==> config.mk <==
export PLATFORM = sky130hd
export DESIGN_NAME = uart_receiver_flat
export DESIGN_NICKNAME = d
export VERILOG_FILES = /design/src/rtl/uart_receiver_if.sv /design/src/rtl/uart_receiver.sv /design/src/flat_wrapper.sv
export SDC_FILE = /design/constraint.sdc
export NUM_CORES = 1
export LEC_CHECK = 0
export BUFFER_PORTS_ARGS = -buffer_cell sky130_fd_sc_hd__buf_2
export CORE_AREA = 2 2 52 54
export CTS_CLUSTER_SIZE = 20
export DETAILED_ROUTE_END_ITERATION = 12
export DIE_AREA = 0 0 54 56
export GPL_TIMING_DRIVEN = 0
export PLACE_DENSITY = 0.82
export SYNTH_ARGS = -nofsm -noshare
export SYNTH_HDL_FRONTEND = slang
export SYNTH_SLANG_ARGS = --single-unit
==> constraint.sdc <==
create_clock -name clk_i -period 3.7 [get_ports clk_i]
set_input_delay 0.37 -clock clk_i [delete_from_list [all_inputs] [get_ports clk_i]]
set_output_delay 0.37 -clock clk_i [all_outputs]
set_load 0.03 [all_outputs]
==> src/rtl/uart_receiver_if.sv <==
// uart_receiver_if: serial-side inputs and parallel-side outputs of the UART receiver.
// The master modport belongs to the line/tick driver; the slave modport belongs to the receiver.
interface uart_receiver_if #(
   parameter int unsigned DATA_BITS = 8
);
   logic                 baud_tick;
   logic                 rx;
   logic [DATA_BITS-1:0] data;
   logic                 valid;
   logic                 frame_err;
   logic                 busy;

   modport master (
      output baud_tick,
      output rx,
      input  data,
      input  valid,
      input  frame_err,
      input  busy
   );

   modport slave (
      input  baud_tick,
      input  rx,
      output data,
      output valid,
      output frame_err,
      output busy
   );
endinterface

==> src/rtl/uart_receiver.sv <==
// uart_receiver: 8N1 serial-to-parallel receiver driven by an external oversampling tick.
// Locks to the start-bit centre, samples each bit at its centre, emits one-clk valid or
// frame_err strobes. Define UART_RX_MAJORITY_EN to take each data/stop bit as the 2-of-3
// majority of the last three samples ending at the bit centre.
module uart_receiver #(
   parameter int unsigned OVERSAMPLE = 16,
   parameter int unsigned DATA_BITS  = 8
) (
   input  logic           clk_i,
   input  logic           rst_ni,
   uart_receiver_if.slave bus
);

   localparam int unsigned TickW = $clog2(OVERSAMPLE);
   localparam int unsigned BitW  = (DATA_BITS > 1) ? $clog2(DATA_BITS) : 1;

   localparam logic [TickW-1:0] TickLast = TickW'(OVERSAMPLE - 1);
   localparam logic [TickW-1:0] TickHalf = TickW'(OVERSAMPLE / 2 - 1);
   localparam logic [BitW-1:0]  BitLast  = BitW'(DATA_BITS - 1);

   typedef enum logic [2:0] {
      StIdle,
      StStart,
      StData,
      StStop,
      StWaitHigh
   } state_e;

   logic                 rx_meta_q, rx_s_q;
   state_e               state_q, state_d;
   logic [TickW-1:0]     tick_cnt_q, tick_cnt_d;
   logic [BitW-1:0]      bit_cnt_q, bit_cnt_d;
   logic [DATA_BITS-1:0] shift_q, shift_d;
   logic [DATA_BITS-1:0] data_q, data_d;
   logic                 valid_q, valid_d;
   logic                 ferr_q, ferr_d;
   logic                 bit_val;

   // Two-flop synchroniser; resets to the idle line level so reset never looks like a start bit.
   always_ff @(posedge clk_i or negedge rst_ni) begin
      if (!rst_ni) begin
         rx_meta_q <= 1'b1;
         rx_s_q    <= 1'b1;
      end else begin
         rx_meta_q <= bus.rx;
         rx_s_q    <= rx_meta_q;
      end
   end

`ifdef UART_RX_MAJORITY_EN
   logic [1:0] early_q, early_d;

   // Capture the two samples preceding the bit centre for the majority vote.
   always_comb begin
      early_d = early_q;
      if (bus.baud_tick) begin
         if (tick_cnt_q == TickLast - TickW'(2)) early_d[0] = rx_s_q;
         if (tick_cnt_q == TickLast - TickW'(1)) early_d[1] = rx_s_q;
      end
   end

   // Early-sample registers.
   always_ff @(posedge clk_i or negedge rst_ni) begin
      if (!rst_ni) early_q <= 2'b11;
      else         early_q <= early_d;
   end

   assign bit_val = (early_q[0] & early_q[1]) | (early_q[0] & rx_s_q) | (early_q[1] & rx_s_q);
`else
   assign bit_val = rx_s_q;
`endif

   // Next-state and strobe logic; everything advances only on baud ticks.
   always_comb begin
      state_d    = state_q;
      tick_cnt_d = tick_cnt_q;
      bit_cnt_d  = bit_cnt_q;
      shift_d    = shift_q;
      data_d     = data_q;
      valid_d    = 1'b0;
      ferr_d     = 1'b0;
      if (bus.baud_tick) begin
         unique case (state_q)
            StIdle: begin
               if (!rx_s_q) begin
                  state_d    = StStart;
                  tick_cnt_d = '0;
               end
            end
            StStart: begin
               if (tick_cnt_q == TickHalf) begin
                  // Still low at mid start bit: genuine start, otherwise a glitch.
                  if (!rx_s_q) begin
                     state_d    = StData;
                     tick_cnt_d = '0;
                     bit_cnt_d  = '0;
                  end else begin
                     state_d = StIdle;
                  end
               end else begin
                  tick_cnt_d = tick_cnt_q + TickW'(1);
               end
            end
            StData: begin
               if (tick_cnt_q == TickLast) begin
                  tick_cnt_d = '0;
                  shift_d    = {bit_val, shift_q[DATA_BITS-1:1]};
                  if (bit_cnt_q == BitLast) state_d = StStop;
                  else                      bit_cnt_d = bit_cnt_q + BitW'(1);
               end else begin
                  tick_cnt_d = tick_cnt_q + TickW'(1);
               end
            end
            StStop: begin
               if (tick_cnt_q == TickLast) begin
                  tick_cnt_d = '0;
                  if (bit_val) begin
                     data_d  = shift_q;
                     valid_d = 1'b1;
                     state_d = StIdle;
                  end else begin
                     ferr_d  = 1'b1;
                     state_d = StWaitHigh;
                  end
               end else begin
                  tick_cnt_d = tick_cnt_q + TickW'(1);
               end
            end
            StWaitHigh: begin
               // Stay here through a break so a held-low line yields no further frames.
               if (rx_s_q) state_d = StIdle;
            end
            default: state_d = StIdle;
         endcase
      end
   end

   // State, counters, shift register and registered outputs.
   always_ff @(posedge clk_i or negedge rst_ni) begin
      if (!rst_ni) begin
         state_q    <= StIdle;
         tick_cnt_q <= '0;
         bit_cnt_q  <= '0;
         shift_q    <= '0;
         data_q     <= '0;
         valid_q    <= 1'b0;
         ferr_q     <= 1'b0;
      end else begin
         state_q    <= state_d;
         tick_cnt_q <= tick_cnt_d;
         bit_cnt_q  <= bit_cnt_d;
         shift_q    <= shift_d;
         data_q     <= data_d;
         valid_q    <= valid_d;
         ferr_q     <= ferr_d;
      end
   end

   assign bus.data      = data_q;
   assign bus.valid     = valid_q;
   assign bus.frame_err = ferr_q;
   assign bus.busy      = (state_q != StIdle);

endmodule
==> src/flat_wrapper.sv <==
// flat-port wrapper written by rule: the top's interface ports become plain ports
module uart_receiver_flat 
#(
   parameter int unsigned OVERSAMPLE = 16,
   parameter int unsigned DATA_BITS  = 8
)
  (clk_i, rst_ni, bus_baud_tick, bus_rx, bus_data, bus_valid, bus_frame_err, bus_busy);
  uart_receiver_if #(.DATA_BITS(DATA_BITS)) bus_i ();
  input  logic clk_i;
  input  logic rst_ni;
  input wire logic [$bits(bus_i.baud_tick)-1:0] bus_baud_tick;
  input wire logic [$bits(bus_i.rx)-1:0] bus_rx;
  output wire logic [$bits(bus_i.data)-1:0] bus_data;
  output wire logic [$bits(bus_i.valid)-1:0] bus_valid;
  output wire logic [$bits(bus_i.frame_err)-1:0] bus_frame_err;
  output wire logic [$bits(bus_i.busy)-1:0] bus_busy;
  assign bus_i.baud_tick = bus_baud_tick;
  assign bus_i.rx = bus_rx;
  assign bus_data = bus_i.data;
  assign bus_valid = bus_i.valid;
  assign bus_frame_err = bus_i.frame_err;
  assign bus_busy = bus_i.busy;
  uart_receiver #(.OVERSAMPLE(OVERSAMPLE), .DATA_BITS(DATA_BITS)) u_core (.clk_i(clk_i), .rst_ni(rst_ni), .bus(bus_i));
endmodule
==> impl_metrics.toml, run 1 <==
[die]
die_area_um2 = 3020
die_h_um = 56
pin_count = 15
row_count = 18
start_util = 0.574
core-area_um2 = 2430
die_w_um = 54

[critical_path]
worst-endpoint-arrival_ps = 2210
crit_type = "register to register"
slowest_delay_ps = 450
cpLargestDelayFamily = "simple AND/OR/NAND/NOR gates"
path_cells = "ha_1 -> and4_1 -> nand4_1 -> mux2_2"
start_kind = "register"
worstPathRequired_ps = 3900
slowest_stage = "mux2_2"
endpoint_kind = "register"
path_max_fanout = 9
crit_buf_inv = 0

[global_route]
grt_pass1_wl_um = 4400
antenna_found_initial = 0
grt_usage = 0.205
grt_pass1_vias = 1008
overflow = 0
grt_max_degree = 31

[power]
cellPowerDensity_nw_per_um2 = 635
ir_worst_vdd_v = 0.000337
combinationalPowerShare = 0.376
clkPwrFrac = 0.203
leakage_uw = 0.000804
netSwitchingPower_uw = 359
swShare = 0.361
power_frac_seq = 0.421
power_uw = 993
power.internal_uw = 634

[timing]
min_period_ps = 2000
skew_ps = 14.4
tightestPinTransition_ps = 637
rsz0062_at_grt = "no"
setup_violations = 0
max_freq_mhz = 499
drv_slew = 0
relSlewSlack = 0.575
period_share = 0.541
timing_hold_violations_final = 0
fin_setup_tns_ps = 0

[min_path]
hold_class = "input port to asynchronous set/reset pin"

[yosys]
synth_area_leader_cell = "dfrtp_1"
synth_cell_types = 34
synth.most_common_cell = "dfrtp_1"
netlist_instances = 117
yosys_warnings = 0
synthFlopType = "dfrtp_1"
synthesis.nets = 124
async_flop_share = 1.00
postSynthAreaPerCell_um2 = 11.9
synthTopCellsByArea = "dfrtp_1 (50%), mux2_2 (16%), dfstp_2 (3.8%)"
synth-seq-cells = 30
synthesis.area_um2 = 1400
synth_commonest_cells = "dfrtp_1 (28), mux2_2 (20), a21oi_1 (8)"
ys_seq_area_frac = 0.539
synth_edf_count = 0
yosysTopAreaCellShare = 0.502

[place]
port_buffers = 14
dpl.hpwl_um = 1740
gp_congestion = 0.818
post_dp_cell_area_um2 = 1500

[detailed_routing]
wl_per_cell_um = 14.6
drt_wl_total_um = 2470
drt_first_pass_iters = 4
drc = 0
drtIter0Drc = 12
final_antenna_net_count = 0
via_per_inst = 5.57
vias = 942

[layout]
area_delta_synth_final_pct = 12.0
drive_above_1_share = 0.360
fin_area_um2 = 1560
final_util = 0.643
antennaDiodeCount = 0
finalNetCount = 145

[cts]
post_cts_resized = 0
root_buffer = "clkbuf_4"
cts.clk_slew.worst_paths_ps = 100
hold_buffers = 0
clock-sinks = 30
h-tree-depth = 2
cts_tree = "yes"
cts_buffers = 5
clk_latency_ps = 330
cts_setup_buffers = 0
clock_path_buffers = 2

[status]
status = "complete, no violations"

[run]
drv_cap = 0
-- worst reg2reg max path, delay by kind of cell, from the launching register on --
kind                     cells  cell delay [ps]
multiplexers                 1              450
AND/OR/NAND/NOR              2              740
flip-flops                   1              400
adder cells (fa/ha/maj)      1              300
-- layer usage --
| layer | vias to the layer above | GRT usage | wire length [µm] |
|---|---|---|---|
| li1 | 456 | - | - |
| met1 | 459 | 0.238 | 1030 |
| met2 | 22 | 0.326 | 1300 |
| met3 | 5 | 0.0565 | 99 |
| met4 | 0 | 0.121 | 48 |
| met5 | - | 0 | 0 |
-- final cells by class --
class                           instances  area, µm²
Inverter                                6       22.5
Timing Repair Buffer                   14       70.1
Buffer                                  6       38.8
Clock inverter                          1       5.00
Multi-Input combinational cell         75        582
Sequential cell                        30        753
Tap cell                               30       37.5
Fill cell                             204        868
Clock buffer                            7       55.1
-- power by group through the flow --
stage,clock network (µW),registers [µW],logic (µW)
2_1_floorplan,0,414,302
3_3_place_gp,0,420,356
3_5_place_dp,0,424,373
4_1_cts,207,418,375
5_1_grt,229,428,416
6_report,201,418,374
-- worst paths after layout --
path / end / slack, ps / cells after the start / start
worst max-delay path: u_core.bus.data[2]$_DFFE_PN0P_ / 1700 / 4 / u_core.tick_cnt_q[1]$_DFFE_PN0P_
worst min-delay path: u_core.bus.frame_err$_DFF_PN0_ / 50 / 1 / rst_ni
worst max register to register: u_core.bus.data[2]$_DFFE_PN0P_ / 1700 / 4 / u_core.tick_cnt_q[1]$_DFFE_PN0P_
worst min register to register: u_core.bit_val$_DFF_PN1_ / 360 / 0 / u_core.rx_meta_q$_DFF_PN1_
max in group asynchronous: u_core.bus.data[4]$_DFFE_PN0P_ / 3220 / 1 / rst_ni
min in group clk_i: u_core.rx_meta_q$_DFF_PN1_ / 150 / 1 / bus_rx
-- per-stage QoR --
stage,std cells,setup WS (ps),hold slack [ps]
after floorplan,117,1950,74.4
after global placement,161,1800,345
after detailed placement,161,1730,347
after CTS,169,1710,70.2
after global routing,169,1570,91.3
final,169,1700,50.6
-- cell families (layout without fill, tap and decap cells) --
| family | after synthesis | after routing | synth area share |
|---|---|---|---|
| XOR/XNOR | 3 | 3 | 0.0188 |
| buffers and inverters | 12 | 34 | 0.0439 |
| AO/OA/AOI/OAI | 21 | 21 | 0.0950 |
| multiplexers | 20 | 20 | 0.161 |
| flip-flops | 30 | 30 | 0.539 |
| adder cells (fa/ha/maj) | 3 | 3 | 0.0269 |
| AND/OR/NAND/NOR | 28 | 28 | 0.115 |
-- cells in the final DEF (no fill, tap or decap), drive strengths merged --
| cell | Yosys | routed |
|---|---|---|
| o22ai | 2 | 2 |
| nor2b | 1 | 1 |
| and4 | 1 | 1 |
| xor2 | 1 | 1 |
| nor2 | 5 | 5 |
| clkbuf | 2 | 9 |
| nand3b | 1 | 1 |
| dfrtp | 28 | 28 |
| nand3 | 2 | 2 |
| nor3b | 1 | 1 |
| dfstp | 2 | 2 |
| a41oi | 1 | 1 |
| nor3 | 5 | 5 |
| o21ba | 1 | 1 |
| a311oi | 1 | 1 |
| and4b | 1 | 1 |
| inv | 6 | 6 |
| buf | 4 | 18 |
| nand2b | 1 | 1 |
| nand4b | 1 | 1 |
| mux2 | 20 | 20 |
| o211ai | 1 | 1 |
| and3 | 2 | 2 |
| a311o | 1 | 1 |
| a21oi | 8 | 8 |
| nand2 | 5 | 5 |
| o21ai | 6 | 6 |
| xnor2 | 2 | 2 |
| or3b | 1 | 1 |
| clkinv | 0 | 1 |
| ha | 3 | 3 |
| nand4 | 1 | 1 |
-- sequential cells by signal, summed over array words and instances, names as in the netlist --
signal                cells
u_core.bit_val            1
u_core.state_q            3
u_core.bit_cnt_q          3
u_core.rx_meta_q          1
u_core.tick_cnt_q         4
u_core.shift_q            8
u_core.bus.valid          1
u_core.bus.frame_err      1
u_core.bus.data           8
(Power assumes the default switching activity.)
==> run 2, diff against run 1 <==
- CORE_AREA: 2 2 52 54 -> 2 2 53 55
- DIE_AREA: 0 0 54 56 -> 0 0 55 57
- PLACE_DENSITY: 0.82 -> 0.79
- clock period: 3.7 -> 2 ns (I/O delays scaled with it)
==> run 2 against run 1 <==
  * Wire length shrank 4.0%
  * Sequential cell count is the same
  * Hold slack gained 160 ps
  * Clock power grew 62%
  * Register-to-register slack lost 1500 ps
  * Die area grew 3.7%
  * Worst setup slack lost 1500 ps
  * Cell area grew 1.8%
  * Critical path depth grew 2
  * Combinational power grew 91%
  * Final cell count grew 1.8%
  * Critical path type unchanged
  * Largest cell class unchanged
==> impl_metrics.toml, run 2 (synthesized netlist as in run 1, its figures left out) <==
[power]
ir_worst_vdd_v = 0.000836
cellPowerDensity_nw_per_um2 = 1140
leakage_uw = 0.000819

[global_route]
grt_max_degree = 31
overflow = 0
antenna_found_initial = 0
grt_pass1_vias = 956
grt_pass1_wl_um = 4120
grt_usage = 0.187

[timing]
drv_slew = 0
max_freq_mhz = 543
timing_hold_violations_final = 0
min_period_ps = 1840
skew_ps = 13.6
period_share = 0.921
fin_setup_tns_ps = 0
setup_violations = 0
rsz0062_at_grt = "no"
relSlewSlack = 0.577
tightestPinTransition_ps = 634
fin_ws_ps = 157

[layout]
antennaDiodeCount = 0
multi_input_area_um2 = 593
regArea_um2 = 753
area_delta_synth_final_pct = 14.0
finalNetCount = 148
final_common_cell = "dfrtp_1"
mostFrequentLayoutCells = "dfrtp_1 (28), mux2_2 (20), buf_2 (15)"
fillerInstances = 214
drive_above_1_share = 0.369

[critical_path]
reg2reg_to = "u_core.bit_cnt_q[1]$_DFFE_PN0P_"
path_max_fanout = 3
crit_type = "register to register"
worst-endpoint-arrival_ps = 2070
worstPathRequired_ps = 2230
r2r_start = "u_core.bit_cnt_q[0]$_DFFE_PN0P_"
reg2reg_depth = 6
start_kind = "register"
r2r_setup_slack_ps = 160
endpoint_kind = "register"

[detailed_routing]
drtIter0Drc = 20
vias = 971
via_per_inst = 5.65
wl_per_cell_um = 13.8
final_antenna_net_count = 0
drt_first_pass_iters = 4
drt_wl_total_um = 2370
drc = 0

[die]
core-area_um2 = 2620
start_util = 0.534
pin_count = 15
die_area_um2 = 3140
row_count = 19
die_h_um = 57
die_w_um = 55

[place]
dpl.hpwl_um = 1630
port_buffers = 14
dp_slack_ps = 39.7
gp_congestion = 0.835

[cts]
clock_path_buffers = 2
root_buffer = "clkbuf_4"
cts_tree = "yes"
h-tree-depth = 2
clk_latency_ps = 330
cts.clk_slew.worst_paths_ps = 90
cts_buffers = 5
clock-sinks = 30

[min_path]
hold_class = "input port to register"
min_to = "u_core.bus.frame_err$_DFF_PN0_"
hold_path_startpoint = "bus_baud_tick"
hold_depth = 2

[run]
drv_cap = 0

[status]
status = "complete, no violations"
## run 2: changes by cell type in the layout (fill, tap and decap cells not counted)
| cell | previous run | this run |
|---|---|---|
| dlygate4sd3_1 | 0 | 2 |
| clkinv_2 | 1 | 2 |
| clkbuf_1 | 3 | 2 |
| buf_4 | 2 | 3 |
| clkbuf_8 | 1 | 0 |
| nor3_4 | 0 | 1 |
| nor3_1 | 4 | 3 |
## run 2: cell type report
cell class / count / share of cell area
buffer: 6 / 0.0244
clock buffer: 5 / 0.0236
clock inverter: 2 / 0.00629
inverter: 6 / 0.0142
multi-input combinational: 75 / 0.373
sequential: 30 / 0.473
tap: 31 / 0.0244
timing repair buffer: 17 / 0.0613
## run 2: how the worst max path moves through the flow
| stage | from | to | slack, ps | depth (start not counted) |
|---|---|---|---|---|
| 3_3_place_gp | u_core.tick_cnt_q[1]$_DFFE_PN0P_ | u_core.bus.data[6]$_DFFE_PN0P_ | 70 | 4 |
| 2_1_floorplan | u_core.bit_cnt_q[0]$_DFFE_PN0P_ | u_core.bit_cnt_q[0]$_DFFE_PN0P_ | 250 | 6 |
| 6_report | u_core.bit_cnt_q[0]$_DFFE_PN0P_ | u_core.bit_cnt_q[1]$_DFFE_PN0P_ | 160 | 6 |
| 4_1_cts | u_core.tick_cnt_q[1]$_DFFE_PN0P_ | u_core.bus.data[2]$_DFFE_PN0P_ | 40 | 4 |
| 3_5_place_dp | u_core.tick_cnt_q[1]$_DFFE_PN0P_ | u_core.bus.data[2]$_DFFE_PN0P_ | 40 | 4 |
| 5_1_grt | u_core.bit_cnt_q[0]$_DFFE_PN0P_ | u_core.bit_cnt_q[1]$_DFFE_PN0P_ | 80 | 6 |
## run 2: critical path: stages, from the launching register on
cell	delay (ps)
dfrtp_1	410
ha_1	210
ha_1	190
nor3b_1	200
a21oi_1	80
nor3_2	280
mux2_2	370
## run 2: metal layers
layer  global-route usage  vias to the layer above  part of all wire
li1                     -                      465                 -
met1                0.243                      476              0.44
met2                0.272                       27              0.48
met3               0.0812                        3             0.065
met4               0.0836                        0             0.018
met5                    0                        -                 0
## run 2: metrics by stage
step	utilization	cell area [µm²]	instances	hold WS, ps	power (µW)
floorplan	-	1400	117	-95.6	1330
detailed placement	0.576	1510	162	261	1470
CTS	0.601	1570	171	189	1810
global route	0.609	1590	172	198	1950
global placement	0.576	1510	162	249	1440
finish	0.609	1590	172	215	1810
## run 2: where the power goes
part	total (µW)	internal [µW]	leakage [µW]	switching, µW
Sequential	771	699	0.000401	72.4
Clock	326	126	0.0000308	200
Combinational	713	310	0.000388	402
## run 2: repair_timing
item,4_1_cts,5_1_grt
endpoints found under the setup margin,0,19
gates resized for setup,0,2
hold endpoints to repair,29,0
setup buffers,0,1
hold buffers,2,0
